<file path="config.mk">
export PLATFORM = sky130hd
export DESIGN_NAME = sort_ram_reader
export DESIGN_NICKNAME = d
export VERILOG_FILES = /design/src/rtl/sort_ram_reader.sv
export SDC_FILE = /design/constraint.sdc
export NUM_CORES = 1
export LEC_CHECK = 0
export BUFFER_PORTS_ARGS = -buffer_cell sky130_fd_sc_hd__buf_4
export CORE_MARGIN = 1.5
export CORE_UTILIZATION = 60
export CTS_BUF_LIST = sky130_fd_sc_hd__clkbuf_8
export DETAILED_ROUTE_END_ITERATION = 6
export PLACE_DENSITY = 0.85
export SYNTH_ARGS = -nofsm -noshare
export SYNTH_HDL_FRONTEND = slang
export SYNTH_SLANG_ARGS = --single-unit
</file>
<file path="constraint.sdc">
create_clock -name C -period 4.7 [get_ports C]
set_input_delay 1.41 -clock C [delete_from_list [all_inputs] [get_ports C]]
set_output_delay 1.41 -clock C [all_outputs]
set_load 0.05 [all_outputs]
</file>
<file path="src/rtl/sort_ram_reader.sv">
// rtl/sort_ram_reader.sv - streams the sort RAM out in address order and checks for ascending order
//
// Purpose
//   After the bubble sorter has finished, this block walks RAM addresses
//   0..DEPTH-1. Each word is presented on a VALIDQ/READY handshake, and the
//   stream is checked for non-strict ascending order. While BUSYQ=1 the block
//   owns the RAM address and read port.
//
// Ports
//   C         in   1   clock
//   R         in   1   synchronous active-high reset, priority over all inputs
//   START     in   1   one-cycle read-out request, ignored while busy
//   ADDRQ     out  AW  registered RAM read address
//   RAMQ      in   DW  RAM read data, valid RD_LAT edges after ADDRQ settles
//   DATAQ     out  DW  registered output byte
//   VALIDQ    out  1   DATAQ valid, held until accepted
//   READY     in   1   sink accepts DATAQ on an edge with VALIDQ&READY
//   BUSYQ     out  1   read-out in progress
//   DONEQ     out  1   one-cycle pulse after the last byte is accepted
//   SORTEDQ   out  1   1 if the last completed read-out was ascending
//   ERR_IDXQ  out  AW  first index i with DATA[i] < DATA[i-1], 0 if sorted
//   CHKSUMQ   out  DW  mod-2**DW sum of accepted bytes (optional)
//
// Configuration
//   SORT_RAM_READER_CHKSUM_EN : when defined, adds CHKSUMQ and its adder.
module sort_ram_reader #(
  parameter int AW     = 4,
  parameter int DW     = 8,
  parameter int RD_LAT = 1
) (
  input  logic          C,
  input  logic          R,
  input  logic          START,
  output logic [AW-1:0] ADDRQ,
  input  logic [DW-1:0] RAMQ,
  output logic [DW-1:0] DATAQ,
  output logic          VALIDQ,
  input  logic          READY,
  output logic          BUSYQ,
  output logic          DONEQ,
  output logic          SORTEDQ,
`ifdef SORT_RAM_READER_CHKSUM_EN
  output logic [AW-1:0] ERR_IDXQ,
  output logic [DW-1:0] CHKSUMQ
`else
  output logic [AW-1:0] ERR_IDXQ
`endif
);

  localparam logic [AW-1:0] LAST_ADDR = {AW{1'b1}};
  localparam logic [AW-1:0] ADDR_ONE  = AW'(1);
  // FETCH spans RD_LAT+1 cycles: RD_LAT for the RAM plus one to capture.
  localparam logic [1:0]    LAST_CNT  = 2'(RD_LAT);

  typedef enum logic [1:0] {
    S_IDLE    = 2'd0,
    S_FETCH   = 2'd1,
    S_PRESENT = 2'd2,
    S_DONE    = 2'd3
  } state_t;

  state_t        state_q,   state_d;
  logic [1:0]    cnt_q,     cnt_d;
  logic [AW-1:0] addr_q,    addr_d;
  logic [DW-1:0] data_q,    data_d;
  logic          valid_q,   valid_d;
  logic          busy_q,    busy_d;
  logic          done_q,    done_d;
  logic          sorted_q,  sorted_d;
  logic [AW-1:0] err_idx_q, err_idx_d;
  // Working order-check state for the read-out in progress.
  logic          err_q,     err_d;
  logic [AW-1:0] idx_q,     idx_d;
  logic [DW-1:0] prev_q,    prev_d;
`ifdef SORT_RAM_READER_CHKSUM_EN
  logic [DW-1:0] chk_q,     chk_d;
`endif

  logic accept;

  always_comb begin
    state_d   = state_q;
    cnt_d     = cnt_q;
    addr_d    = addr_q;
    data_d    = data_q;
    valid_d   = valid_q;
    busy_d    = busy_q;
    done_d    = 1'b0;
    sorted_d  = sorted_q;
    err_idx_d = err_idx_q;
    err_d     = err_q;
    idx_d     = idx_q;
    prev_d    = prev_q;
`ifdef SORT_RAM_READER_CHKSUM_EN
    chk_d     = chk_q;
`endif
    accept    = (state_q == S_PRESENT) && valid_q && READY;

    case (state_q)
      S_IDLE: begin
        if (START) begin
          addr_d  = '0;
          busy_d  = 1'b1;
          err_d   = 1'b0;
          idx_d   = '0;
          cnt_d   = '0;
`ifdef SORT_RAM_READER_CHKSUM_EN
          chk_d   = '0;
`endif
          state_d = S_FETCH;
        end
      end

      S_FETCH: begin
        if (cnt_q == LAST_CNT) begin
          data_d  = RAMQ;
          valid_d = 1'b1;
          cnt_d   = '0;
          state_d = S_PRESENT;
        end else begin
          cnt_d = cnt_q + 2'd1;
        end
      end

      S_PRESENT: begin
        if (accept) begin
          valid_d = 1'b0;
          // Only the first descent is recorded; index 0 has no predecessor.
          if ((addr_q != '0) && (data_q < prev_q) && !err_q) begin
            err_d = 1'b1;
            idx_d = addr_q;
          end
          prev_d = data_q;
`ifdef SORT_RAM_READER_CHKSUM_EN
          chk_d  = chk_q + data_q;
`endif
          if (addr_q == LAST_ADDR) begin
            // DONEQ is registered so it is high exactly while in DONE.
            done_d  = 1'b1;
            state_d = S_DONE;
          end else begin
            addr_d  = addr_q + ADDR_ONE;
            cnt_d   = '0;
            state_d = S_FETCH;
          end
        end
      end

      S_DONE: begin
        sorted_d  = !err_q;
        err_idx_d = idx_q;
        busy_d    = 1'b0;
        addr_d    = '0;
        state_d   = S_IDLE;
      end

      default: state_d = S_IDLE;
    endcase
  end

  always_ff @(posedge C) begin
    if (R) begin
      state_q   <= S_IDLE;
      cnt_q     <= '0;
      addr_q    <= '0;
      data_q    <= '0;
      valid_q   <= 1'b0;
      busy_q    <= 1'b0;
      done_q    <= 1'b0;
      sorted_q  <= 1'b0;
      err_idx_q <= '0;
      err_q     <= 1'b0;
      idx_q     <= '0;
      prev_q    <= '0;
`ifdef SORT_RAM_READER_CHKSUM_EN
      chk_q     <= '0;
`endif
    end else begin
      state_q   <= state_d;
      cnt_q     <= cnt_d;
      addr_q    <= addr_d;
      data_q    <= data_d;
      valid_q   <= valid_d;
      busy_q    <= busy_d;
      done_q    <= done_d;
      sorted_q  <= sorted_d;
      err_idx_q <= err_idx_d;
      err_q     <= err_d;
      idx_q     <= idx_d;
      prev_q    <= prev_d;
`ifdef SORT_RAM_READER_CHKSUM_EN
      chk_q     <= chk_d;
`endif
    end
  end

  assign ADDRQ    = addr_q;
  assign DATAQ    = data_q;
  assign VALIDQ   = valid_q;
  assign BUSYQ    = busy_q;
  assign DONEQ    = done_q;
  assign SORTEDQ  = sorted_q;
  assign ERR_IDXQ = err_idx_q;
`ifdef SORT_RAM_READER_CHKSUM_EN
  assign CHKSUMQ  = chk_q;
`endif

endmodule
</file>
* Yosys cells after proc, flatten, opt, wreduce, memory -nomap -nowiden
Index checks and enable logic that the tools add are counted.
Operators by class: add/subtract/negate cells 2, $lt $le $gt $ge 1, equality and inequality tests 10, mux-type cells 27, bitwise operators 2, reduce and logical (&&, ||, !) cells 21
Operators with widths (count):
- 2-to-1 mux 4 bit | 5
- 2-to-1 mux 2 bit | 8
- one-hot mux 4 bit (3 select lines) | 1
- AND reduction 4 bit | 3
- less-than comparator 8 bit | 1
- != test 2 bit (second input constant) | 4
- one-hot mux 2 bit (4 select lines) | 1
- one-hot mux 4 bit (2 select lines) | 1
- 2-to-1 mux 1 bit | 7
- one-hot mux 1 bit (2 select lines) | 3
- one-hot mux 2 bit (3 select lines) | 1
- AND reduction 2 bit | 3
- AND reduction 3 bit | 2
- nonzero test 2 bit | 3
- nonzero test 3 bit | 2
- adder 4 x 1 -> 4 bit (second input constant) | 1
- == test 2 x 1 -> 1 bit (second input constant) | 2
- == test 2 bit (second input constant) | 2
- == test 4 bit (second input constant) | 1
- logical AND 1 bit | 4
- nonzero test 4 bit | 1
- OR reduction 3 bit | 1
- adder 2 x 1 -> 2 bit (second input constant) | 1
- zero test 2 bit | 1
- other kinds (3) | 4
Storage, ports and cells: register bits 37

* Depth between registers and ports, before layout
depth in word-level cells 6, mapped depth 7

* Worst setup path after synthesis
Ideal clock, no wire load.
path type input to register, start point input port START, end point register err_q, library setup time 0.121 ns, arrival 2.340 ns, data required time 4.579 ns, setup slack 2.239 ns, stages on the path 5, buffers on the path 1, cells stage by stage nor2b_1 -> nor3_1 -> a211o_1 -> buf_6 -> mux2_4
On the way: cells in the longest elaborated chain, start to end 2
Ends and longest elaborated chain:
- start, declared | RTL line 33 | input logic START,
- != test 2 bit (no line)
- AND reduction 4 bit (no line)
- end signal, assigned | RTL line 188 | err_q <= err_d;
- end, declared | RTL line 72 | logic err_q, err_d;
No other way between the ends. A chain may end at the register's enable or synchronous reset.

* Worst setup path in the final report
start point input port READY, end point register err_q
On the way: cells in the longest elaborated chain, start to end 3
Ends and longest elaborated chain:
- start, declared | RTL line 38 | input logic READY,
- logical AND 1 bit | RTL line 97 | accept = (state_q == S_PRESENT) && valid_q && READY;
- != test 2 bit (no line)
- AND reduction 4 bit (no line)
No other way between the ends.

==> results.ini <==
[grt]
grt_pass1_wl_um=5910
grt.total_usage_pct=24.0
first_global_vias=1268
grt_max_degree=39
grt_overflow_total=0
antenna_found_initial=0

[setup_path]
cp_max_fo=5
path_class=input port to register
start_kind=input port
path_cells=buf_4 -> and3_2 -> nor3_1 -> a211o_1 -> mux2_4
critPathRequiredTime_ns=4.87
r2r-end=err_q
r2r_cells=6
rr_startpoint=ADDRQ[0]
ff2ff_setup_slack_ns=2.75
critical-path-top-delay-family=simple AND/OR/NAND/NOR gates
cpPeakStageDelay_ns=0.33
crit_arrival_ns=2.64
critPathBufInv=1
crit_path_end_kind=register
crit_path_top_delay_cell=mux2_4

[floorplan]
die_h_um=56.0
core_um2=2710
dieArea_um2=3140
ios=32
rows=19
die_w_um=56.0
initial_core_util_pct=62.3

[sta]
relSlewSlack_pct=51.7
slew_violations=0
rsz0062_at_grt=no
worstMarginPinSlew_ns=0.722
finalHoldViolCount=0
fin_crit_ns=2.47
clock.fmax_mhz=405
setup-tns-final_ns=0
setup_viol=0
finalCritPeriodShare_pct=52.6
finalClockSkew_ns=0.00696
fin_hold_ws_ns=0.455

[flow_run]
cap_violations=0

[pwr]
comb_power_share_pct=13.0
seqPwrFrac_pct=52.6
total_power_mw=0.630
p_switching_mw=0.162
powerDensity_nw_per_um2=317
pwr-share-clk_pct=34.3
switching_share_pct=25.7
peakVddDrop_mv=0.280
cellLeakagePower_nw=0.785
p_int_mw=0.468

[worst_hold_path]
holdPathEnd=prev_q[1]
whs_path_depth=2
min_from=prev_q[1]
hold_class=register to register

[clocking]
clockBufferDepth=2
clock-root-buffer=clkbuf_8
numCtsBuffers=5
holdBufCountCts=0
htreeDepth=2
cts.repair.resized=0
cts_tree=built
path_clk_slew_ns=0.07
cts_setup_buffers=0
clock_latency_ns=0.29
cts.sinks=37

[final_layout]
stdcell_count=266
fin_nets=256
syn_to_final_growth_pct=17.7
antenna_cells=0
drive_above_1_share_pct=18.3
utilization_pct=73.3

[synth]
yosysTopAreaCell=dfxtp_1
syn_nets=229
synth_warnings=0
ys_seq_area_share_pct=43.9
ys_types=35
synth.avg_cell_area_um2=8.11
yosys-top-cells-area=dfxtp_1 44%, nand2_1 12%, a21oi_1 8.6%, ha_1 6.7%, nor2_1 2.9%
synth_area_um2=1690
ys_ff_latch=37
synth_top_area_share_pct=43.9
syn_inst=208

[drt]
wire_per_inst_um=12.9
drc=0
first_iter_violations=47
dr.pass1.iters=4
routed_wl_um=3420
vias=1412
antenna_left=0
drt-vias-per-instance=5.31

[placed_design]
finalWeightedCongestion=0.857
dp_cells=259
dpl.hpwl_um=2360
portBuffers=31

[run_status]
outcome=finished, final reports clean

cells by family after synthesis:
family	Yosys count	share of synthesized area (%)
compound gates	42	15.7
fa+ha+maj	9	6.67
buf+inv	21	5.71
flops	37	43.9
mux	5	3.26
simple gates	94	24.8
registers in the layout (all words and copies together), names as in the netlist, 2 cells and up:
name	flops
cnt_q	2
DATAQ	8
ERR_IDXQ	4
prev_q	8
ADDRQ	4
state_q	2
idx_q	4
worst min-delay path, delay by kind of cell, from the launching register on:
kind / cells / cell delay, ns
AO/OA/AOI/OAI: 1 / 0.05
AND/OR/NAND/NOR: 1 / 0.05
flip-flops: 1 / 0.31
placed cells by master, fill, tap and decap left out, types with 2 or more instances in the layout:
cell and count:
nor2_1 13, nor2b_1 5, nand2b_1 6, nand3_1 2, buf_4 31, nor3_1 5
o21ai_0 3, inv_1 11, and2_1 2, mux2i_1 4, ha_1 9, clkbuf_8 6
a22oi_1 2, nand2_1 53, dfxtp_1 37, a21oi_1 29
area by class of cell:
| cell class | count | area [µm²] |
|---|---|---|
| Inverter | 10 | 37.5 |
| Multi-Input combinational cell | 150 | 851 |
| Fill cell | 221 | 723 |
| Clock buffer | 6 | 82.6 |
| Clock inverter | 1 | 3.75 |
| Tap cell | 31 | 38.8 |
| Timing Repair Buffer | 31 | 233 |
| Sequential cell | 37 | 741 |
Yosys cell counts (all sizes together):
library cell and count:
nand2 53, dfxtp 37, a21oi 29, nor2 14, inv 10, ha 9
clkbuf 6, nand2b 6, buf 5, nor2b 5, nor3 5, mux2i 4
o21ai 3, a22oi 2, and2 2, nand3 2, or2 2, a2111oi 1
a211o 1, a211oi 1, a21boi 1, and2b 1, and3 1, mux2 1
nand4 1, nor3b 1, o21a 1, o221ai 1, o22ai 1, o32ai 1
or3 1
power by group through the flow:
| stage | clock [mW] | sequential [mW] | combinational [mW] |
|---|---|---|---|
| 3_5_place_dp | 0 | 0.339 | 0.0820 |
| 4_1_cts | 0.220 | 0.331 | 0.0823 |
| 6_report | 0.216 | 0.332 | 0.0822 |
| 2_1_floorplan | 0 | 0.347 | 0.0551 |
| 3_3_place_gp | 0 | 0.338 | 0.0809 |
| 5_1_grt | 0.235 | 0.333 | 0.0887 |
per-stage QoR:
step	setup slack (ns)	cell area (µm²)
floorplan	2.24	1690
global placement	2.01	1900
detailed placement	1.94	1900
CTS	2.23	1990
global route	2.19	1990
finish	2.23	1990
metal layers:
| layer | track usage [%] | wire length [µm] |
|---|---|---|
| met5 | 0 | 0 |
| met4 | 8.16 | 48 |
| met3 | 5.58 | 130 |
| met2 | 37.3 | 1610 |
| met1 | 33.0 | 1630 |
how the worst max path moves through the flow:
stage / endpoint / cells after the start / from
floorplan: err_q / 5 / START
global placement: err_q / 5 / READY
detailed placement: err_q / 5 / READY
CTS: ADDRQ[2] / 1 / ADDRQ[2]
global route: err_q / 5 / READY
finish: err_q / 5 / READY
(Power assumes the default switching activity.)
